File: src/rtl/three_input_debouncer.sv
// Three-channel switch conditioner: 2-FF synchroniser plus an independent
// stability counter per channel, feeding registered a/b/c and a one-cycle
// 'changed' strobe whenever any cleaned level updates.
module three_input_debouncer #(
  parameter int unsigned STABLE_CYCLES = 4,
  parameter int unsigned CNT_W         = 3
) (
  input  logic clk,
  input  logic rst,
  input  logic a_in,
  input  logic b_in,
  input  logic c_in,
  output logic a,
  output logic b,
  output logic c,
  output logic changed
);

  localparam int unsigned NCH = 3;
  localparam logic [CNT_W-1:0] CNT_LAST = CNT_W'(STABLE_CYCLES - 1);

  typedef enum logic {
    IDLE  = 1'b0,
    COUNT = 1'b1
  } dbnc_state_e;

  // Channel index 0/1/2 maps to a/b/c throughout.
  logic [NCH-1:0]   raw;
  logic [NCH-1:0]   s1_q, s1_d;
  logic [NCH-1:0]   s2_q, s2_d;
  logic [NCH-1:0]   x_q,  x_d;
  logic [NCH-1:0]   upd;
  logic [CNT_W-1:0] cnt_q [NCH];
  logic [CNT_W-1:0] cnt_d [NCH];
  logic             changed_q, changed_d;
  dbnc_state_e      state [NCH];

  assign raw = {c_in, b_in, a_in};

  // State register: all synchroniser, counter, level and strobe flops.
  always_ff @(posedge clk) begin
    if (rst) begin
      s1_q      <= '0;
      s2_q      <= '0;
      x_q       <= '0;
      changed_q <= 1'b0;
      for (int unsigned i = 0; i < NCH; i++) begin
        cnt_q[i] <= '0;
      end
    end else begin
      s1_q      <= s1_d;
      s2_q      <= s2_d;
      x_q       <= x_d;
      changed_q <= changed_d;
      for (int unsigned i = 0; i < NCH; i++) begin
        cnt_q[i] <= cnt_d[i];
      end
    end
  end

  // Channel state is implied by the synchronised level disagreeing with the output.
  always_comb begin
    for (int unsigned i = 0; i < NCH; i++) begin
      state[i] = (s2_q[i] != x_q[i]) ? COUNT : IDLE;
    end
  end

  // Next-state: synchroniser shift, counter advance/restart, level update on terminal count.
  always_comb begin
    s1_d = raw;
    s2_d = s1_q;
    x_d  = x_q;
    upd  = '0;
    for (int unsigned i = 0; i < NCH; i++) begin
      cnt_d[i] = '0;
      case (state[i])
        IDLE: begin
          cnt_d[i] = '0;
        end
        COUNT: begin
          if (cnt_q[i] == CNT_LAST) begin
            upd[i]   = 1'b1;
            x_d[i]   = s2_q[i];
            cnt_d[i] = '0;
          end else begin
            cnt_d[i] = cnt_q[i] + CNT_W'(1);
          end
        end
        default: begin
          cnt_d[i] = '0;
        end
      endcase
    end
    changed_d = |upd;
  end

  // Outputs are taken straight from flops.
  always_comb begin
    a       = x_q[0];
    b       = x_q[1];
    c       = x_q[2];
    changed = changed_q;
  end

endmodule

File: config.mk
export PLATFORM = sky130hd
export DESIGN_NAME = three_input_debouncer
export DESIGN_NICKNAME = d
export VERILOG_FILES = /design/src/rtl/three_input_debouncer.sv
export SDC_FILE = /design/constraint.sdc
export NUM_CORES = 1
export LEC_CHECK = 0
export ABC_CLOCK_PERIOD_IN_PS = 1450
export CAP_MARGIN = 20
export CORE_MARGIN = 2
export CORE_UTILIZATION = 41
export DETAILED_ROUTE_END_ITERATION = 8
export PLACE_DENSITY = 0.69
export SLEW_MARGIN = 20
export SYNTH_ARGS = -nofsm -noshare
export SYNTH_HDL_FRONTEND = slang
export SYNTH_SLANG_ARGS = --single-unit
File: constraint.sdc
create_clock -name clk -period 1.45 [get_ports clk]
set_input_delay 0.29 -clock clk [delete_from_list [all_inputs] [get_ports clk]]
set_output_delay 0.29 -clock clk [all_outputs]
set_load 0.02 [all_outputs]
==> run summary, run 1 <==
Post-DRT Antenna Nets - 0
Area Growth Syn to Fin - 18.6%
Gate Count Post-Synth - 63
Pint - 0.658 mW
Via density - 4.48
post-route cell area - 840 um2
register area share after synthesis - 53.7%
Clock Path Buffers - 2
Final setup viols - 0
Post-Syn Nets - 74
post-synthesis register bit count - 19
Fin. Hold Viols - 0
RePlAce Congestion - 0.630
clk sinks - 19
switching portion of total power - 21.2%
worst skew pair latency - 290 ps
Startpoint Class - flip-flop
Ant. Diodes - 0
Lkg Pwr - 0.347 nW
max-slew violation count - 0
largest net degree at the start of global routing - 12
status - finished clean
leading area contributor after synthesis - dfxtp_1
Ys Warns - 0
detailed placement HPWL - 676 um
Flop pwr share - 64.2%
Residual DRC - 0
area share of the largest cell type after synthesis - 53.7%
routed vias - 417
number of H-tree levels - 1
Synth async-reset ratio - 0%
Peak Freq - 764 MHz
count of flip-flops with a built-in enable after synthesis - 0
Critical Path Sink Type - flip-flop
Detailed Route Iter0 Violations - 2
Initial Util - 42.4%
Chip Width - 45.6 um
crit path max fanout - 3
clock network power share - 31.1%
min-delay src - cnt_q[0][3]
Clock Skew - 6.18 ps
Die ar. - 2080 um2
core area - 1670 um2
mean routed wirelength per cell - 9.54 um
initial antenna violation count - 0
grt total ovfl - 0
PortBufs - 8
aggregate negative setup slack - 0 ps
total chip power - 0.835 mW
final critical-path required period - 1310 ps
post-CTS setup repair buffer count - 0
Rows - 15
Rel. slew slack - 79.6%
Main synth FF type - dfxtp_1
crit path launch - cnt_q[0][0]
fin crit share - 90.3%
max-capacitance violation count - 0
top cells by count, synth - 19 x dfxtp_1, 9 x nor2_2, 6 x ha_1, 6 x inv_1, 6 x nor2b_1
synth top area cells - dfxtp_1 54%, ha_1 11%, nor2_2 8.0%
library cells used by synthesis - 12
Peak VDD IR - 0.481 mV
Synth Cell Area - 708 um2
hold crit path type - reg2reg
nets - 88
r2r startpoint - cnt_q[0][0]
CTS tree - built
RSZ-0062 raised after global routing - false
number of detailed-route iterations in the first pass - 2
Root Driver - clkbuf_4
combinational share of power - 4.6%
Mapped Avg Cell Area - 11.2 um2
die height - 45.6 um
CP arrival - 1550 ps
Post-DP Area - 817 um2
Setup Crit Path Kind - reg2reg
Num CTS Buffers - 3
top-count cell post-synth - dfxtp_1
PwrDens - 995 nW/um2
Sw Pwr - 0.177 mW
WP data required - 1700 ps
first-pass GRT wire length - 1510 um
worst slew pin tran - 305 ps
global-route usage over all layers - 10.9%
vias in the first global route - 403
clock-pin slew on the worst setup and hold paths - 110 ps
# IOs - 9
Routed WL - 887 um
share of layout cells above drive strength 1 - 23.7%
-- what timing repair did --
| item | 4_1_cts | 5_1_grt |
|---|---|---|
| hold buffers | 0 | 0 |
| hold endpoints to repair | 0 | 0 |
| gates resized for setup | 4 | 0 |
| setup endpoints to repair | 4 | 0 |
-- cell families after synthesis --
group                    count (synthesis)  share of synthesized area (%)
AO/OA/AOI/OAI                            1                           1.24
buffers and inverters                    7                           4.24
flip-flops                              19                           53.7
multiplexers                             3                           4.24
AND/OR/NAND/NOR                         24                           22.3
adder cells (fa/ha/maj)                  6                           10.6
XOR/XNOR                                 3                           3.71
-- layout by cell type (no fill, tap or decap), types with 4 or more instances in the layout --
cell and n:
dlygate4sd2_1 4, nor2_1 4, ha_1 6, dfxtp_1 19, clkdlybuf4s50_1 4, nor2_2 9
inv_1 6, nor2b_1 6
-- worst max-delay path, stage by stage (launching register included) --
cell and delay (ps):
dfxtp_1 340, ha_1 200, ha_1 220, or3_4 420
nor2_2 80
-- stage by stage --
stage | hold WS [ps] | std cells | setup WS [ps] | utilization, %
floorplan | 409 | 63 | 219 | -
global placement | 417 | 89 | -17.1 | 48.9
detailed placement | 421 | 89 | -30.7 | 48.9
CTS | 438 | 93 | 123 | 50.3
global route | 454 | 93 | 80.3 | 50.3
finish | 432 | 93 | 141 | 50.3
-- power groups by stage --
| stage | registers (mW) | clock network (mW) | logic, mW |
|---|---|---|---|
| after global placement | 0.548 | 0 | 0.0385 |
| final | 0.537 | 0.260 | 0.0388 |
| after floorplan | 0.548 | 0 | 0.0220 |
| after detailed placement | 0.548 | 0 | 0.0394 |
| after global routing | 0.538 | 0.295 | 0.0429 |
| after CTS | 0.537 | 0.276 | 0.0396 |
-- registers in the layout (all words and copies together) (netlist names) --
register / flops
s1_q: 3
x_q: 3
cnt_q: 9
changed: 1
s2_q: 3
-- layout make-up --
cell class,count,area (um2)
clock buffers,3,22.5
clock inverters,1,5.00
fillers,160,831
inverters,6,22.5
multi-input cells,37,298
flip-flops and latches,19,380
well taps,17,21.3
repair buffers,10,90.1
-- per-layer routing --
metal | track usage, % | vias up | part of all wire (%)
li1 | - | 228 | -
met1 | 12.6 | 181 | 48
met2 | 16.3 | 6 | 46
met5 | 0 | - | 0
met4 | 10.6 | 0 | 1.4
met3 | 2.38 | 2 | 3.7
-- final timing paths --
check	slack [ps]	end	cells after the start
max reg2reg	140	cnt_q[0][2]	4
min	430	cnt_q[0][3]	1
min reg2reg	430	cnt_q[0][3]	1
max	140	cnt_q[0][2]	4
(Power assumes the default switching activity.)
==> inputs of run 2 (changes only) <==
--- a/config.mk
+++ b/config.mk
@@ -9,8 +9,9 @@
 export CAP_MARGIN = 20
 export CORE_MARGIN = 2
 export CORE_UTILIZATION = 41
+export CTS_CLUSTER_SIZE = 16
 export DETAILED_ROUTE_END_ITERATION = 8
-export PLACE_DENSITY = 0.69
+export PLACE_DENSITY_LB_ADDON = 0.1
 export SLEW_MARGIN = 20
 export SYNTH_ARGS = -nofsm -noshare
 export SYNTH_HDL_FRONTEND = slang
==> run summary, run 2 (synthesis results as in run 1) <==
number of flip-flops in the largest register - 9
Post-DRT Antenna Nets - 0
number of hold-repair buffers added at the cts stage - 0
total chip power - 0.825 mW
switching portion of total power - 20.0%
Rows - 15
first-pass GRT wire length - 1460 um
Area Growth Syn to Fin - 17.3%
final critical-path required period - 1310 ps
Die ar. - 2080 um2
CTS tree - built
Clock Skew - 2.94 ps
WP data required - 1680 ps
final core utilization - 49.7%
most common cell after layout, fill and taps aside - dfxtp_1
Residual DRC - 0
GR peak layer - met2
Rel. slew slack - 84.6%
most frequent cells in the layout - 19 x dfxtp_1, 9 x nor2_2, 6 x inv_1, 6 x nor2b_1, 6 x ha_1
worst slew pin tran - 230 ps
Routed WL - 846 um
Biggest register - cnt_q
Sw Pwr - 0.165 mW
Setup Crit Path Kind - reg2reg
Final setup viols - 0
met1 GRT Util - 11.8%
Root Driver - clkbuf_4
met2 usage - 15.5%
max-capacitance violation count - 0
global-route usage over all layers - 10.4%
fin crit share - 90.4%
Peak VDD IR - 0.511 mV
clock-pin slew on the worst setup and hold paths - 100 ps
worst skew pair latency - 280 ps
Flop pwr share - 65.0%
PwrDens - 993 nW/um2
Startpoint Class - flip-flop
RSZ-0062 raised after global routing - false
Fin Hold WS - 433 ps
routed vias - 406
met3 usage - 3.57%
Clock Path Buffers - 2
Via density - 4.41
Initial Util - 42.4%
status - finished clean
Fin. Hold Viols - 0
combinational share of power - 4.5%
Num CTS Buffers - 3
fill count - 162
PortBufs - 8
core area - 1670 um2
detailed placement HPWL - 648 um
mean routed wirelength per cell - 9.20 um
Lkg Pwr - 0.340 nW
initial antenna violation count - 0
Peak Freq - 763 MHz
Critical Path Sink Type - flip-flop
Chip Width - 45.6 um
max-slew violation count - 0
number of detailed-route iterations in the first pass - 1
crit path max fanout - 3
Pint - 0.661 mW
share of layout cells above drive strength 1 - 21.3%
nets - 87
post-CTS setup repair buffer count - 0
vias in the first global route - 379
post-route worst setup slack - 139 ps
Ant. Diodes - 0
Detailed Route Iter0 Violations - 0
pre-CTS setup slack - 37.3 ps
die height - 45.6 um
# IOs - 9
clock network power share - 30.6%
CP arrival - 1540 ps
CTS-repair resized insts - 4
largest net degree at the start of global routing - 11
grt total ovfl - 0
hold crit path type - reg2reg
number of H-tree levels - 1
clk sinks - 19
RePlAce Congestion - 0.618
aggregate negative setup slack - 0 ps
run 2: final cells by class:
class,count,area [um2],share of cell area (%)
multi-input cells,37,298,35.8
inverters,6,22.5,2.71
flip-flops and latches,19,380,45.8
clock buffers,4,26.3,3.16
repair buffers,9,82.6,9.94
well taps,17,21.3,2.56
run 2: worst paths after layout:
check	startpoint	to	slack, ps	cells after the start
setup / recovery	cnt_q[0][0]	cnt_q[0][1]	140	4
hold reg to reg	cnt_q[0][0]	cnt_q[0][0]	430	1
setup reg to reg	cnt_q[0][0]	cnt_q[0][1]	140	4
hold / removal	cnt_q[0][0]	cnt_q[0][0]	430	1
run 2: per-layer routing:
| layer | wire length (um) | share of wire, % |
|---|---|---|
| met2 | 381 | 45 |
| met1 | 415 | 49 |
| met4 | 10 | 1.2 |
| met5 | 0 | 0 |
| met3 | 38 | 4.5 |
run 2: power by group through the flow:
stage | Combinational [mW] | Sequential, mW | Clock [mW]
6_report | 0.0368 | 0.536 | 0.252
5_1_grt | 0.0414 | 0.537 | 0.291
4_1_cts | 0.0373 | 0.536 | 0.272
3_5_place_dp | 0.0371 | 0.548 | 0
3_3_place_gp | 0.0368 | 0.548 | 0
2_1_floorplan | 0.0220 | 0.548 | 0
run 2: critical path, cell delays in order (launching register included):
cell and delay (ps):
dfxtp_1 330, ha_1 200, ha_1 220, or3_4 430, nor2_2 90
run 2: stage by stage:
stage / instance area [um2] / std cells
finish: 831 / 92
CTS: 831 / 92
global placement: 810 / 88
global route: 831 / 92
floorplan: 708 / 63
detailed placement: 810 / 88
==> inputs of run 3 (changes only) <==
--- a/config.mk
+++ b/config.mk
@@ -12,7 +12,7 @@
 export CTS_CLUSTER_SIZE = 16
 export DETAILED_ROUTE_END_ITERATION = 8
 export PLACE_DENSITY_LB_ADDON = 0.1
-export SLEW_MARGIN = 20
+export SLEW_MARGIN = 30
 export SYNTH_ARGS = -nofsm -noshare
 export SYNTH_HDL_FRONTEND = slang
 export SYNTH_SLANG_ARGS = --single-unit
==> results of run 3 <==
Same layout as run 2: the final DEF is identical, and so are final timing and power.
